--- src/rtl/prbs_bert_engine.sv ---
// PRBS bit-error-rate engine: multi-polynomial pattern generator and self-synchronising checker.
// Handles DATA_W bits per clock, MSB first in time, with lock tracking, saturating counters and error injection.
module prbs_bert_engine #(
  parameter int unsigned DATA_W     = 8,
  parameter int unsigned CNT_W      = 32,
  parameter int unsigned ERR_W      = 16,
  parameter int unsigned LOCK_WORDS = 16,
  parameter int unsigned LOSS_WORDS = 4
) (
  input  logic              clock,
  input  logic              reset_n,
  input  logic [1:0]        mode,
  input  logic              start,
  input  logic              stop,
  input  logic              clear,
  input  logic              inject_err,
  output logic [DATA_W-1:0] tx_data,
  output logic              tx_valid,
  input  logic [DATA_W-1:0] rx_data,
  input  logic              rx_valid,
  output logic              locked,
  output logic              running,
  output logic [ERR_W-1:0]  err_count,
  output logic [CNT_W-1:0]  bit_count,
  output logic              err_sat,
  output logic              bit_sat
);

  localparam int unsigned LFSR_W  = 15;
  localparam int unsigned POP_W   = $clog2(DATA_W + 1);
  localparam int unsigned FILL_W  = 5;
  localparam int unsigned CLEAN_W = $clog2(LOCK_WORDS + 1);
  localparam int unsigned BAD_W   = $clog2(LOSS_WORDS + 1);
  localparam int unsigned ESUM_W  = ERR_W + POP_W;
  localparam int unsigned BSUM_W  = CNT_W + 6;
  localparam logic [POP_W-1:0] BAD_THR = POP_W'(DATA_W / 4);
  localparam logic [ERR_W-1:0] ERR_MAX = '1;
  localparam logic [CNT_W-1:0] CNT_MAX = '1;

  typedef enum logic [1:0] {S_IDLE, S_HUNT, S_LOCKED} state_t;

  // Feedback bit of the selected polynomial; a shorter register only uses its low bits.
  function automatic logic fb(input logic [LFSR_W-1:0] s, input logic [1:0] m);
    case (m)
      2'b00:   fb = s[6] ^ s[5];
      2'b01:   fb = s[8] ^ s[4];
      2'b10:   fb = s[12] ^ s[11] ^ s[1] ^ s[0];
      default: fb = s[14] ^ s[13];
    endcase
  endfunction

  function automatic logic [FILL_W-1:0] fill_words(input logic [1:0] m);
    int unsigned n;
    case (m)
      2'b00:   n = 7;
      2'b01:   n = 9;
      2'b10:   n = 13;
      default: n = 15;
    endcase
    return FILL_W'((n + DATA_W - 1) / DATA_W);
  endfunction

  logic [1:0]         r_mode;
  logic               r_running;
  logic [LFSR_W-1:0]  r_gen;
  logic [LFSR_W-1:0]  r_chk;
  logic [DATA_W-1:0]  r_tx_data;
  logic               r_tx_valid;
  logic               r_locked;
  state_t             r_state, w_state_nxt;
  logic [FILL_W-1:0]  r_fill, w_fill_nxt;
  logic [CLEAN_W-1:0] r_clean_run, w_clean_nxt;
  logic [BAD_W-1:0]   r_bad_run, w_bad_nxt;
  logic [ERR_W-1:0]   r_err;
  logic [CNT_W-1:0]   r_bit;
  logic               r_err_sat, r_bit_sat;

  logic [1:0]         w_gen_mode;
  logic [LFSR_W-1:0]  w_gen_s;
  logic [DATA_W-1:0]  w_gen_word;
  logic               w_gen_fb;
  logic [LFSR_W-1:0]  w_chk_s;
  logic [DATA_W-1:0]  w_rx_sh;
  logic               w_pred, w_rb, w_in_lock;
  logic [POP_W-1:0]   w_pop;
  logic               w_step, w_clean_word, w_bad_word, w_count;
  logic [ESUM_W-1:0]  w_err_sum;
  logic [BSUM_W-1:0]  w_bit_sum;

  // Generator: DATA_W LFSR steps per clock, reseeded to all-ones on start.
  always_comb begin
    w_gen_mode = start ? mode : r_mode;
    w_gen_s    = start ? '1 : r_gen;
    w_gen_word = '0;
    w_gen_fb   = 1'b0;
    for (int unsigned k = 0; k < DATA_W; k++) begin
      w_gen_fb   = fb(w_gen_s, w_gen_mode);
      w_gen_word = DATA_W'({w_gen_word, w_gen_fb});
      w_gen_s    = {w_gen_s[LFSR_W-2:0], w_gen_fb};
    end
  end

  // Checker history takes received bits while hunting and its own predictions once locked.
  always_comb begin
    w_in_lock = (r_state == S_LOCKED);
    w_chk_s   = r_chk;
    w_rx_sh   = rx_data;
    w_pop     = '0;
    w_pred    = 1'b0;
    w_rb      = 1'b0;
    for (int unsigned k = 0; k < DATA_W; k++) begin
      w_pred  = fb(w_chk_s, r_mode);
      w_rb    = w_rx_sh[DATA_W-1];
      w_pop   = w_pop + POP_W'(w_rb ^ w_pred);
      w_chk_s = {w_chk_s[LFSR_W-2:0], w_in_lock ? w_pred : w_rb};
      w_rx_sh = DATA_W'({w_rx_sh, 1'b0});
    end
  end

  assign w_step       = rx_valid && r_running && !start && !stop;
  assign w_clean_word = (w_pop == '0);
  assign w_bad_word   = (w_pop > BAD_THR);
  assign w_count      = w_step && w_in_lock;
  assign w_err_sum    = ESUM_W'(r_err) + ESUM_W'(w_pop);
  assign w_bit_sum    = BSUM_W'(r_bit) + BSUM_W'(DATA_W);

  always_comb begin
    w_state_nxt = r_state;
    w_fill_nxt  = r_fill;
    w_clean_nxt = r_clean_run;
    w_bad_nxt   = r_bad_run;
    if (start) begin
      w_state_nxt = S_HUNT;
      w_fill_nxt  = fill_words(mode);
      w_clean_nxt = '0;
      w_bad_nxt   = '0;
    end else if (stop) begin
      w_state_nxt = S_IDLE;
    end else if (w_step) begin
      case (r_state)
        S_HUNT: begin
          if (r_fill != '0) begin
            w_fill_nxt  = r_fill - FILL_W'(1);
            w_clean_nxt = '0;
          end else if (!w_clean_word) begin
            w_clean_nxt = '0;
          end else if (r_clean_run == CLEAN_W'(LOCK_WORDS - 1)) begin
            w_state_nxt = S_LOCKED;
            w_clean_nxt = '0;
            w_bad_nxt   = '0;
          end else begin
            w_clean_nxt = r_clean_run + CLEAN_W'(1);
          end
        end
        S_LOCKED: begin
          if (!w_bad_word) begin
            w_bad_nxt = '0;
          end else if (r_bad_run == BAD_W'(LOSS_WORDS - 1)) begin
            w_state_nxt = S_HUNT;
            w_fill_nxt  = fill_words(r_mode);
            w_clean_nxt = '0;
            w_bad_nxt   = '0;
          end else begin
            w_bad_nxt = r_bad_run + BAD_W'(1);
          end
        end
        default: ;
      endcase
    end
  end

  always_ff @(posedge clock or negedge reset_n) begin
    if (!reset_n) begin
      r_state     <= S_IDLE;
      r_fill      <= '0;
      r_clean_run <= '0;
      r_bad_run   <= '0;
      r_locked    <= 1'b0;
    end else begin
      r_state     <= w_state_nxt;
      r_fill      <= w_fill_nxt;
      r_clean_run <= w_clean_nxt;
      r_bad_run   <= w_bad_nxt;
      r_locked    <= (w_state_nxt == S_LOCKED);
    end
  end

  always_ff @(posedge clock or negedge reset_n) begin
    if (!reset_n) begin
      r_mode     <= 2'b00;
      r_running  <= 1'b0;
      r_gen      <= '1;
      r_chk      <= '1;
      r_tx_data  <= '0;
      r_tx_valid <= 1'b0;
    end else begin
      if (start) begin
        r_mode     <= mode;
        r_running  <= 1'b1;
        r_gen      <= w_gen_s;
        r_tx_data  <= w_gen_word;
        r_tx_valid <= 1'b1;
      end else if (stop) begin
        r_running  <= 1'b0;
        r_tx_valid <= 1'b0;
      end else if (r_running) begin
        r_gen      <= w_gen_s;
        r_tx_data  <= w_gen_word ^ DATA_W'(inject_err);
        r_tx_valid <= 1'b1;
      end
      if (start) begin
        r_chk <= '1;
      end else if (w_step) begin
        r_chk <= w_chk_s;
      end
    end
  end

  // Counters saturate at all-ones; clear overrides a same-cycle increment.
  always_ff @(posedge clock or negedge reset_n) begin
    if (!reset_n) begin
      r_err     <= '0;
      r_bit     <= '0;
      r_err_sat <= 1'b0;
      r_bit_sat <= 1'b0;
    end else if (clear) begin
      r_err     <= '0;
      r_bit     <= '0;
      r_err_sat <= 1'b0;
      r_bit_sat <= 1'b0;
    end else if (w_count) begin
      if (w_err_sum >= ESUM_W'(ERR_MAX)) begin
        r_err     <= ERR_MAX;
        r_err_sat <= 1'b1;
      end else begin
        r_err <= ERR_W'(w_err_sum);
      end
      if (w_bit_sum >= BSUM_W'(CNT_MAX)) begin
        r_bit     <= CNT_MAX;
        r_bit_sat <= 1'b1;
      end else begin
        r_bit <= CNT_W'(w_bit_sum);
      end
    end
  end

  assign tx_data   = r_tx_data;
  assign tx_valid  = r_tx_valid;
  assign locked    = r_locked;
  assign running   = r_running;
  assign err_count = r_err;
  assign bit_count = r_bit;
  assign err_sat   = r_err_sat;
  assign bit_sat   = r_bit_sat;

endmodule

--- config.mk ---
export PLATFORM = sky130hd
export DESIGN_NAME = prbs_bert_engine
export DESIGN_NICKNAME = d
export VERILOG_FILES = /design/src/rtl/prbs_bert_engine.sv
export SDC_FILE = /design/constraint.sdc
export NUM_CORES = 1
export LEC_CHECK = 0
export CAP_MARGIN = 40
export CORE_MARGIN = 3
export CORE_UTILIZATION = 45
export CTS_BUF_LIST = sky130_fd_sc_hd__clkbuf_4 sky130_fd_sc_hd__clkbuf_8 sky130_fd_sc_hd__clkbuf_16
export DETAILED_ROUTE_END_ITERATION = 12
export GPL_ROUTABILITY_DRIVEN = 0
export MAX_ROUTING_LAYER = met4
export PLACE_DENSITY = 0.65
export SYNTH_ARGS = -nofsm -noshare
export SYNTH_HDL_FRONTEND = slang
export SYNTH_SLANG_ARGS = --single-unit
--- constraint.sdc ---
create_clock -name clock -period 9.7 [get_ports clock]
set_clock_uncertainty 0.1 [all_clocks]
set_input_delay 0.97 -clock clock [delete_from_list [all_inputs] [get_ports clock]]
set_output_delay 0.97 -clock clock [all_outputs]
set_load 0.1 [all_outputs]
==> flow_summary.toml <==
[die]
die_w_um = 141
die_h_um = 141
rows = 48
core_sq_mm = 0.0175
dieArea_sq_mm = 0.0198
initial_core_util = 0.465
io_pins = 78

[finish]
area_growth_pct = 25.1
final_layout_size_suffix_gt1_frac = 0.151
fin_area_sq_mm = 0.0102
final_util = 0.582
n_antenna_cell = 0
fillers = 1598
nNetsFinal = 1113
final-instance-count-excl-fill = 1307

[pwr]
peakVddDrop_mv = 0.120
power_leakage_nw = 4.21
powerDensity_mw_per_mm2 = 174

[synth]
synth_seq_area_share = 0.330
netlist_instances = 977
async_reset_ff_frac = 1.00
synth_edf_count = 0
synth_simple_gate_area_share = 0.215
synthTopCellsByCount = "nor2_1, nand2_1, o21ai_0, dfrtp_1, xnor2_1"
synth_ff_type = "dfrtp_1"
yosysMostFrequentCell = "nor2_1"
synth_nets = 1013
yosysWarningCount = 0
syn_area_sq_mm = 0.00815
synth_top_family_by_area = "simple AND/OR/NAND/NOR gates"
synth_compound_area_frac = 0.205
synthAdderAreaFrac = 0.0338
synth_cell_types = 92
synth_area_per_cell_sq_um = 8.34
synth_seq_cells = 106
synthMuxAreaShare = 0.0399
synth_xor_xnor_area_share = 0.116
synth_area_leaders = "dfrtp_1, dfstp_2, xnor2_1"
synth_top_area_frac = 0.233
yosysTopAreaCell = "dfrtp_1"

[global_routing]
grt_use_met1 = 0.316
grt_overflow = 0
grt_first_pass_wirelength_mm = 37.4
use_met2 = 0.369
grt_max_degree = 59
grt_pass1_vias = 7441
gr-usage-all-layers = 0.233
antenna_found_initial = 0
busiest_layer = "met2"
use_met3 = 0.0295

[cts]
hold_buffers = 0
post_cts_buffers = 0
cts_buffer_depth = 2
post_cts_resized = 0
cts_buffers = 9
cts_tree = "yes"
htree_num_levels = 3
clkSlewWorstSetupHoldPaths_ns = 0.07
clk_latency_ns = 0.35
cts.sinks = 106
cts_root_buf = "clkbuf_16"

[sta]
worst_pin_slew_ns = 0.852
finalSetupViolCount = 0
whs_ns = 0.375
fin_setup_tns_ns = 0
max_freq_mhz = 114
slew_headroom = 0.430
rsz0062_at_grt = "no"
maxSlewViolCount = 0
post-route-period-util = 0.907
hold_violations = 0
min_period_ns = 8.80

[placement]
placed_cells = 1291
place_area_sq_mm = 0.00990
dp_hpwl_mm = 15.8
portBuffers = 77

[setup_path]
cp-end-kind = "register"
r2r_cells = 31
cpMostUsedCell = "fa_1"
cp-startpoint = "r_mode[0]"
crit_buf_inv = 3
worstPathRequired_ns = 9.86
cp.arrival_ns = 8.95
path_delay_family = "compound AO/OA/AOI/OAI gates"
reg2reg_from = "r_mode[0]"
worstReg2RegEnd = "err_count[8]"
cpMaxStageDelayCell = "dfrtp_1"
max_stage_delay_ns = 0.90
rrSetupSlack_ns = 0.90
critical_path_class = "register to register"
start_kind = "register"
cp_max_fo = 24

[route]
drc = 0
firstDrtPassIters = 5
drt-total-wl_mm = 22.0
wire_per_inst_um = 16.9
drtAntennaViolNets = 0
via_per_inst = 5.69
vias = 7441
drt_iter0_drc = 521

[flow_run]
drv_cap = 0

[min_path]
min_path_cells = 1
min_from = "tx_data[5]"
min_to = "tx_data[5]"
hold_path_class = "register to register"

[outcome]
status = "finished clean"
==> kinds of logic after synthesis <==
kind of cell	Yosys count
and+or+nand+nor	376
AOI/OAI and AO/OA	247
DFF	106
xor gates and xnor gates	103
buffers and inverters	97
muxes	29
adders and majority gates	19
==> stage by stage <==
step | setup WS (ns) | total power (W)
floorplan | 1.95 | 0.00119
global placement | 0.930 | 0.00133
detailed placement | 0.799 | 0.00140
CTS | 0.956 | 0.00179
global route | 0.117 | 0.00190
finish | 0.904 | 0.00178
==> power by group <==
group          leakage [nW]  internal, W  total [W]  switching [W]
clock                 0.147     0.000208   0.000379       0.000171
sequential             1.34     0.000504   0.000571      0.0000675
combinational          2.72     0.000343   0.000829       0.000486
==> how the worst max path moves through the flow <==
stage	depth (start not counted)	end	slack, ns
floorplan	34	err_count[0]	1.95
global placement	32	err_count[8]	0.93
detailed placement	32	err_count[14]	0.80
CTS	31	err_count[14]	0.96
global route	31	err_count[4]	0.12
finish	31	err_count[8]	0.90
==> registers in the layout, summed over array words and instances, names as in the netlist, 2 cells and up <==
register and flops:
bit_count 30, err_count 16, r_bad_run 3, r_chk 15
r_clean_run 5, r_fill 5, r_gen 15, r_mode 2
r_state 2, tx_data 8
==> layout by cell type (no fill, tap or decap), types with 30 or more instances in the layout <==
cell type / synthesis / layout
nor2_1: 120 / 119
nand2_1: 102 / 102
o21ai_0: 77 / 77
dfrtp_1: 76 / 76
clkdlybuf4s50_1: 0 / 76
buf_8: 0 / 60
xnor2_1: 55 / 55
nand3_1: 52 / 52
a21oi_1: 44 / 44
xor2_1: 43 / 43
inv_1: 32 / 32
dfstp_2: 30 / 30
==> routing by layer <==
metal	up-vias	share of wire
met5	-	0
met4	0	0.020
met3	31	0.043
met2	205	0.47
met1	3569	0.47
li1	3636	-
==> area by class of cell <==
cell class,count,area (sq um),share of cell area
clock buffers,10,239,0.0234
clock inverters,6,63.8,0.00626
well taps,225,282,0.0276
repair buffers,151,1810,0.178
flip-flops and latches,106,2690,0.264
multi-input cells,774,4980,0.488
inverters,35,131,0.0129
Power figures use the tool's default switching activity.
==> edit (same flow settings) <==
Re-encode `state_t` (3 states) as one-hot, 3 bits wide.
--- a/src/rtl/prbs_bert_engine.sv
+++ b/src/rtl/prbs_bert_engine.sv
@@ -37,7 +37,7 @@
   localparam logic [ERR_W-1:0] ERR_MAX = '1;
   localparam logic [CNT_W-1:0] CNT_MAX = '1;
 
-  typedef enum logic [1:0] {S_IDLE, S_HUNT, S_LOCKED} state_t;
+  typedef enum logic [2:0] {S_IDLE = 3'b001, S_HUNT = 3'b010, S_LOCKED = 3'b100} state_t;
 
   // Feedback bit of the selected polynomial; a shorter register only uses its low bits.
   function automatic logic fb(input logic [LFSR_W-1:0] s, input logic [1:0] m);
Check against the original RTL: same outputs for any inputs over 4 cycles, from zero or initial values and one cycle with reset_n low; so few cycles prove little.
==> edit against the unedited design <==
Wire length grew 2.9%. Area after synthesis shrank 0.94%. Total power shrank 3.9%. Final cell count grew 0.54%. Cell area grew 0.43%. Worst setup slack gained 7.0 ps. Sequential cell count grew 1. Combinational power shrank 13%. Critical endpoint is now err_count[9]. Largest cell class unchanged. Largest power group unchanged. Highest routed layer unchanged.
==> edit: results (changes against the unedited design) <==
* Status: finished clean
* Worst R2R End: err_count[9]
* Register area share after synthesis at 0.3363 (+0.006371)
* Yosys cell types at 95 (+3.3%)
* Hold Path Origin: tx_data[4]
* Slew headroom at 0.4365 (+0.006677)
* Dpl ws at 887.6 ps (+88.35 ps)
* Vias per cell at 5.769 (+1.3%)
* Synth area leaders: dfrtp_1 (24%), dfstp_2 (10%), nor2_1 (6.0%)
* Worst hold endpoint: tx_data[4]
* Mapped Nets at 1022 (+0.89%)
* Clk sink count at 107 (+0.94%)
* Worst r2r path cells at 30 (-3.2%)
* Final wirelength at 22680 microns (+2.9%)
* Synth Area per Inst at 8.175 sq um (-2.0%)
* Initial antenna violation count at 0 (unchanged)
* Share of synthesized registers carrying an async set or reset at 1.000 (unchanged)
* Nets at 1118 (+0.45%)
* 1st-iter DRT viols at 649 (+25%)
* Hold Slack at 384.0 ps (+8.774 ps)
* Detailed Place HPWL at 16230 microns (+2.4%)
* Vias in the first global route at 7180 (-3.5%)
* Maximum vdd drop at 0.0001708 V (+42%)
* Total track usage at 0.2382 (+0.004912)
* Maximum fanout along the worst path at 19 (-21%)
* Crit-path max cell delay at 610 ps (-290 ps)
* Top cells by count, synth: nor2_1 (130), nand2_1 (107), dfrtp_1 (76)
* Critical path arrival at 8930 ps (-20 ps)
* Leak at 4.108 nW (-2.4%)
* First-pass GRT wire length at 37900 microns (+1.4%)
* Layout cell share with drive strength beyond 1 at 0.1405 (-0.01015)
* Largest net degree at the start of global routing at 66 (+12%)
* Post-route insts no fill at 1314 (+0.54%)
## edit: cell types whose count changed after synthesis, sizes merged, moves of 7 or more
cell	before	now
xnor2	58	40
o21ai	78	62
mux2i	23	11
nor2	121	131
nor3	18	28
a211oi	26	34
inv	34	27
or3	9	2
## edit: power by group
group	total (W)	switching, W	internal (W)
logic	0.000722	0.000431	0.000291
clock network	0.000427	0.000168	0.000258
registers	0.000562	0.0000610	0.000501
## edit: cell families (layout without fill, tap and decap cells)
family	Yosys count	in the layout	share of synthesized area
multiplexers	17	17	0.02339
AO/OA/AOI/OAI	241	241	0.2043
XOR/XNOR	84	84	0.09621
AND/OR/NAND/NOR	428	428	0.2548
buffers and inverters	94	195	0.05391
flip-flops	107	107	0.3363
adder cells (fa/ha/maj)	17	17	0.03098
## edit: worst max-delay path by stage
stage                           from      endpoint  slack (ps)  depth (start not counted)
after floorplan             r_chk[2]       err_sat        1910                         32
after global placement    rx_data[6]  err_count[9]        1090                         30
after CTS                  r_mode[0]  err_count[9]         950                         30
after detailed placement  rx_data[6]  err_count[9]         890                         30
final                      r_mode[0]  err_count[9]         910                         30
after global routing       r_mode[0]  err_count[9]         230                         30
## edit: worst reg2reg max path, delay by kind of cell (launching register included)
kind	cells	cell delay [ps]
fa+ha+maj	5	2040
buf+inv	3	200
simple gates	10	1920
compound gates	9	2760
mux	2	820
flops	1	610
xor+xnor	1	230
## edit: per-layer routing
metal,vias to the layer above,GRT usage,part of all wire
met5,-,-,0
met4,0,0.04844,0.011
met3,19,0.03448,0.044
met2,190,0.3631,0.47
met1,3668,0.3417,0.47
li1,3704,-,-
## edit: layout make-up
| type | count | area [sq um] |
|---|---|---|
| fillers | 1577 | 7174 |
| well taps | 225 | 281.5 |
| multi-input cells | 787 | 4932 |
| flip-flops and latches | 107 | 2716 |
| clock inverters | 5 | 102.6 |
| repair buffers | 151 | 1864 |
| inverters | 28 | 105.1 |
| clock buffers | 11 | 240.2 |
## edit: through the flow
step | util | instance area [sq um]
2_1_floorplan | - | 8077
3_3_place_gp | 0.5099 | 8881
3_5_place_dp | 0.5684 | 9899
4_1_cts | 0.5881 | 10240
5_1_grt | 0.5881 | 10240
6_report | 0.5881 | 10240
